**src/rtl/frame_buffer_writer.sv**
```systemverilog
// Command engine for port A of the 160x120 1bpp frame buffer.
// It performs pixel write, rectangle fill, clear and single-pixel read-back.
module frame_buffer_writer #(
   parameter int X_MAX = 159,
   parameter int Y_MAX = 119
) (
   input  logic        clk_i,
   input  logic        reset_i,
   input  logic        cmd_valid_i,
   output logic        cmd_ready_o,
   input  logic [1:0]  cmd_op_i,
   input  logic [7:0]  cmd_x0_i,
   input  logic [7:0]  cmd_x1_i,
   input  logic [6:0]  cmd_y0_i,
   input  logic [6:0]  cmd_y1_i,
   input  logic        cmd_data_i,
   output logic [14:0] fb_addr_o,
   output logic        fb_we_o,
   output logic        fb_data_out_o,
   input  logic        fb_data_in_i,
   output logic        rd_data_o,
   output logic        done_o,
   output logic        busy_o
);

   localparam logic [7:0] XLIM = 8'(X_MAX);
   localparam logic [6:0] YLIM = 7'(Y_MAX);

   localparam logic [1:0] OP_PIXEL = 2'b00;
   localparam logic [1:0] OP_RECT  = 2'b01;
   localparam logic [1:0] OP_CLEAR = 2'b10;
   localparam logic [1:0] OP_READ  = 2'b11;

   typedef enum logic [2:0] {IDLE, WRITE, RD_ADDR, RD_WAIT, FINISH} state_e;

   state_e      state_q, state_d;
   logic [7:0]  x_q, x_d, xs_q, xs_d, xe_q, xe_d;
   logic [6:0]  y_q, y_d, ye_q, ye_d;
   logic [14:0] addr_q, addr_d;
   logic        we_q, we_d;
   logic        wdata_q, wdata_d;
   logic        rd_q, rd_d;

   logic [7:0]  c_xs, c_xe, c_xmax;
   logic [6:0]  c_ys, c_ye, c_ymax;
   logic        c_empty;

   // Region of the command on the bus: sorted, clamped, and flagged empty
   // when its start lies outside the screen.
   always_comb begin
      c_xmax = (cmd_x0_i > cmd_x1_i) ? cmd_x0_i : cmd_x1_i;
      c_ymax = (cmd_y0_i > cmd_y1_i) ? cmd_y0_i : cmd_y1_i;
      c_xs   = cmd_x0_i;
      c_xe   = cmd_x0_i;
      c_ys   = cmd_y0_i;
      c_ye   = cmd_y0_i;
      case (cmd_op_i)
         OP_RECT: begin
            c_xs = (cmd_x0_i < cmd_x1_i) ? cmd_x0_i : cmd_x1_i;
            c_ys = (cmd_y0_i < cmd_y1_i) ? cmd_y0_i : cmd_y1_i;
            c_xe = (c_xmax > XLIM) ? XLIM : c_xmax;
            c_ye = (c_ymax > YLIM) ? YLIM : c_ymax;
         end
         OP_CLEAR: begin
            c_xs = 8'd0;
            c_xe = XLIM;
            c_ys = 7'd0;
            c_ye = YLIM;
         end
         default: ;
      endcase
      c_empty = (c_xs > XLIM) || (c_ys > YLIM);
   end

   // NOTE: every _d gets a default before the case so no path leaves a
   // signal unassigned; otherwise synthesis infers a latch.
   always_comb begin
      state_d = state_q;
      x_d     = x_q;
      y_d     = y_q;
      xs_d    = xs_q;
      xe_d    = xe_q;
      ye_d    = ye_q;
      addr_d  = addr_q;
      we_d    = 1'b0;
      wdata_d = wdata_q;
      rd_d    = rd_q;
      case (state_q)
         IDLE: begin
            if (cmd_valid_i) begin
               xs_d = c_xs;
               xe_d = c_xe;
               ye_d = c_ye;
               x_d  = c_xs;
               y_d  = c_ys;
               if (c_empty) begin
                  state_d = FINISH;
                  if (cmd_op_i == OP_READ) rd_d = 1'b0;
               end else if (cmd_op_i == OP_READ) begin
                  state_d = RD_ADDR;
                  addr_d  = {c_ys, c_xs};
               end else begin
                  state_d = WRITE;
                  we_d    = 1'b1;
                  addr_d  = {c_ys, c_xs};
                  wdata_d = cmd_data_i;
               end
            end
         end
         WRITE: begin
            if (x_q == xe_q) begin
               if (y_q == ye_q) begin
                  state_d = FINISH;
               end else begin
                  x_d    = xs_q;
                  y_d    = y_q + 7'd1;
                  we_d   = 1'b1;
                  addr_d = {y_d, x_d};
               end
            end else begin
               x_d    = x_q + 8'd1;
               we_d   = 1'b1;
               addr_d = {y_q, x_d};
            end
         end
         RD_ADDR: state_d = RD_WAIT;
         RD_WAIT: begin
            rd_d    = fb_data_in_i;
            state_d = FINISH;
         end
         FINISH:  state_d = IDLE;
         default: state_d = IDLE;
      endcase
   end

   // NOTE: state uses non-blocking assignments so every flop samples the
   // pre-edge values; the async reset also drops fb_we_o without waiting for a clock.
   always_ff @(posedge clk_i or posedge reset_i) begin
      if (reset_i) begin
         state_q <= IDLE;
         x_q     <= '0;
         y_q     <= '0;
         xs_q    <= '0;
         xe_q    <= '0;
         ye_q    <= '0;
         addr_q  <= '0;
         we_q    <= 1'b0;
         wdata_q <= 1'b0;
         rd_q    <= 1'b0;
      end else begin
         state_q <= state_d;
         x_q     <= x_d;
         y_q     <= y_d;
         xs_q    <= xs_d;
         xe_q    <= xe_d;
         ye_q    <= ye_d;
         addr_q  <= addr_d;
         we_q    <= we_d;
         wdata_q <= wdata_d;
         rd_q    <= rd_d;
      end
   end

   assign cmd_ready_o   = (state_q == IDLE) && !reset_i;
   assign busy_o        = (state_q != IDLE);
   assign done_o        = (state_q == FINISH);
   assign fb_addr_o     = addr_q;
   assign fb_we_o       = we_q;
   assign fb_data_out_o = wdata_q;
   assign rd_data_o     = rd_q;

endmodule

```
**config.mk**
```make
export PLATFORM = sky130hd
export DESIGN_NAME = frame_buffer_writer
export DESIGN_NICKNAME = d
export VERILOG_FILES = /design/src/rtl/frame_buffer_writer.sv
export SDC_FILE = /design/constraint.sdc
export NUM_CORES = 1
export LEC_CHECK = 0
export ABC_AREA = 0
export BUFFER_PORTS_ARGS = -buffer_cell sky130_fd_sc_hd__buf_2
export CAP_MARGIN = 5
export CELL_PAD_IN_SITES_DETAIL_PLACEMENT = 0
export CELL_PAD_IN_SITES_GLOBAL_PLACEMENT = 1
export CORE_ASPECT_RATIO = 1.5
export CORE_UTILIZATION = 40
export CTS_CLUSTER_SIZE = 25
export DETAILED_ROUTE_END_ITERATION = 16
export PLACE_DENSITY = 0.8
export SLEW_MARGIN = 20
export SYNTH_ARGS = -nofsm -noshare
export SYNTH_HDL_FRONTEND = slang
export SYNTH_SLANG_ARGS = --single-unit
```
**constraint.sdc**
```tcl
create_clock -name clk_i -period 2.4 [get_ports clk_i]
set_clock_uncertainty 0.15 [all_clocks]
set_input_delay 0.12 -clock clk_i [delete_from_list [all_inputs] [get_ports clk_i]]
set_output_delay 0.12 -clock clk_i [all_outputs]
set_load 0.01 [all_outputs]
```
==> metrics.txt <==
clock transition at the registers of the reported paths=roughly 0.050 ns; crit path DAT=roughly 2.3 ns; Final Cycle Share=between 90% and 100%; Post-synth top flop=dfrtp_1; Post-Place Cells=around 740; Max stage delay on crit path=a little under 0.4 ns; DR iter-0 viols=~120; Yosys cell types=60; Initial Util=roughly 41%; Syn-to-layout area delta=33.59%; HP Class=input port to flip-flop; largest family of logic cells by synthesized area=compound AO/OA/AOI/OAI gates; Final Non-Filler Cells=760; sequential share of the synthesized area=between 30% and 40%; Req. time, crit path=2.46 ns; Yosys top cell by area=dfrtp_1; Hold Fails Final Rpt=0; Mapped Nets=around 530; CP Cell Sequence=xor2_1, nor4_2, buf_4, nand2_2, o21ai_4, nand2_4, o211a_1, buf_12, mux2_4; Simple-Gate Fraction of Synth Area=16.74%; leak pwr=~2.7 nW; initial antenna violation count=0; clock latency at the later pin of the worst-skew pair=around 0.33 ns; first-pass GRT wire length=about 18000 um; ANT cells=0; Port Buf Inserts=57; number of fill cells=980; post-synthesis compound-gate area fraction=20.36%; Overflow after GRT=0; Worst Setup EP=fb_addr_o[5]; clock tree root driver cell=clkbuf_16; MaxCap Viol Count=0; fraction of layout cells with a size suffix above 1=between 30% and 40%; clock network fraction of design power=20.7%; sum of negative setup slack=0 ns; I/O pin total=58; largest cells by area after synthesis=dfrtp_1 (35%), mux2_2 (6.9%), ha_1 (5.9%); Mean Syn Cell Area=between 8 and 9 sq um; XOR/XNOR Fraction of Synth Area=approximately 5.6%; Internal Power=between 4 and 5 mW; CP max FO=15; most frequent cells in the layout=buf_4 (86), dfrtp_1 (59), buf_2 (57); fmax=around 0.44 GHz; Core ar.=about 10000 sq um; die area=between 10000 and 15000 sq um; RSZ-0062 raised after global routing=yes; worst setup path startpoint=x_q[2]; post-synthesis mux area share=a little under an eighth; Num CTS Buffers=9; Async S/R FF share, synth=100.0%; largest net degree at the start of global routing=32; Final setup viols=0; reg2reg end=fb_addr_o[5]; Sw Share=36.85%; pwr/cell area=between 1000 and 1500 nW/um^2; cells after synthesis=approximately 480; Buf/Inv on CP=2; vias in the first global route=around 4k; Tmin final=about 2.3 ns; combinational cell fraction of total power=51.3%; Nets=between 600 and 700; delay-heaviest family, CP=simple AND/OR/NAND/NOR gates; Peak VDD IR=about 0.00034 V; critical path's slowest cell=dfrtp_1; total wire length=10720 um; drt pass-1 iters=4; all-layer global routing usage=approximately a fifth; commonest non-fill, non-tap cell in the layout=buf_4; Reg power frac=between 20% and 30%; die height=around 130 um; DR vias=roughly 3.9k; synthesized cell area=~4200 sq um; Crit Path Category=flip-flop to flip-flop; relative slew slack=between 50% and 60%; H-tree levels=3; total of warnings raised by yosys=0; width of the die=86.13 um; GPL Wtd Cong=around 0.83; Critical Path Sink Type=flip-flop; post-route ant nets=0; Worst path depth=9; synthesized flop and latch total=a little under 60; Startpoint Class=flip-flop; drt drc=0; clk buf depth=2; reg2reg start=x_q[2]; post-synth top area share=34.77%; DPL Wire Length=approximately 8500 um; worst slew pin tran=about 0.65 ns; run status=complete, no violations; adder-cell share of the synthesized area=under 10%; Sw Pwr=~2.5 mW; number of synthesized flops with an enable pin=0; max-slew violations=0; CTS tree=yes; Routed WL per cell=roughly 14 um; Cell Rows=45; r2r setup slk=0.13 ns; vias per cell=~5.2; CTS sink count=59; R2R cell count=9
[synth_stat cells (all sizes together), types with 2 or more instances]
cell	instances
a21boi	2
a21o	2
a21oi	48
a221oi	6
a22o	4
a22oi	10
a31o	3
a31oi	12
and3	3
and3b	2
buf	5
clkbuf	18
dfrtp	59
ha	20
inv	23
mux2	35
mux2i	6
nand2	52
nand2b	3
nand3	18
nand3b	4
nand4	7
nor2	39
nor2b	2
nor3	6
nor4	3
o211ai	5
o21ai	26
o22ai	6
o31a	2
o31ai	2
or2	4
xnor2	13
xor2	14
[routing by layer]
layer	part of all wire [%]	up-vias	GRT usage, %	wire, um
met5	0	-	0	0
met4	1.7	0	8.137	177
met3	3.4	12	3.284	365
met2	50	89	36.13	5391
met1	45	1843	26.05	4788
li1	-	1995	-	-
[repair_timing]
action | in CTS | in global routing
endpoints found under the hold margin | 32 | 0
endpoints found under the setup margin | 0 | 8
buffers inserted | 0 | 1
gates resized for setup | 0 | 4
hold buffers | 4 | 0
[sequential cells by signal (all words and copies together) (netlist names)]
signal,flops
fb_data_out_o,1
ye_q,7
xs_q,8
y_q,7
rd_data_o,1
x_q,8
fb_addr_o,15
fb_we_o,1
state_q,3
xe_q,8
[through the flow]
stage               hold WS [ns]  area (sq um)  setup slack, ns  total power [mW]  util (%)
floorplan                 0.1023          4269         0.001420             4.200         -
global placement         0.09823          5288          -0.1280             5.208     51.60
detailed placement        0.1132          5288          -0.1888             5.300     51.60
CTS                     0.005485          5655          0.06100             6.740     55.19
global route             0.05975          5673         -0.02161             7.223     55.36
finish                   0.02226          5673           0.1253             6.713     55.36
[worst register-to-register path, cell delays in order (launching register included)]
cell	delay (ns)
dfrtp_1	0.39
xor2_1	0.18
nor4_2	0.29
buf_4	0.16
nand2_2	0.09
o21ai_4	0.22
nand2_4	0.07
o211a_1	0.15
buf_12	0.17
mux2_4	0.30
[cells by family (layout without fill, tap and decap cells)]
logic type	Yosys count	count (layout)
flops	59	59
simple gates	148	148
buf+inv	46	189
compound gates	135	135
xor+xnor	27	27
fa+ha+maj	20	20
mux	41	41
[cell type report]
cell class	count	area (sq um)	area share, %
clock buffer	11	252.7	4.455
clock inverter	5	75.07	1.323
inverter	23	86.33	1.522
multi-input combinational	371	2584	45.54
sequential	59	1476	26.03
tap	141	176.4	3.110
timing repair buffer	150	1022	18.02
[power groups by stage]
stage	registers [mW]	clock network [mW]	logic, mW
6_report	1.88	1.39	3.44
5_1_grt	1.95	1.46	3.81
4_1_cts	1.88	1.42	3.44
3_5_place_dp	1.89	0	3.41
3_3_place_gp	1.87	0	3.34
2_1_floorplan	1.90	0	2.30
[worst min-delay path by stage]
stage	from	to	cells after the start
floorplan	cmd_valid_i	rd_data_o	1
global placement	reset_i	fb_data_out_o	2
detailed placement	reset_i	fb_we_o	2
CTS	cmd_x0_i[2]	xe_q[2]	3
global route	cmd_x0_i[6]	xe_q[6]	4
finish	cmd_x0_i[2]	xe_q[2]	3
Power figures use the tool's default switching activity.
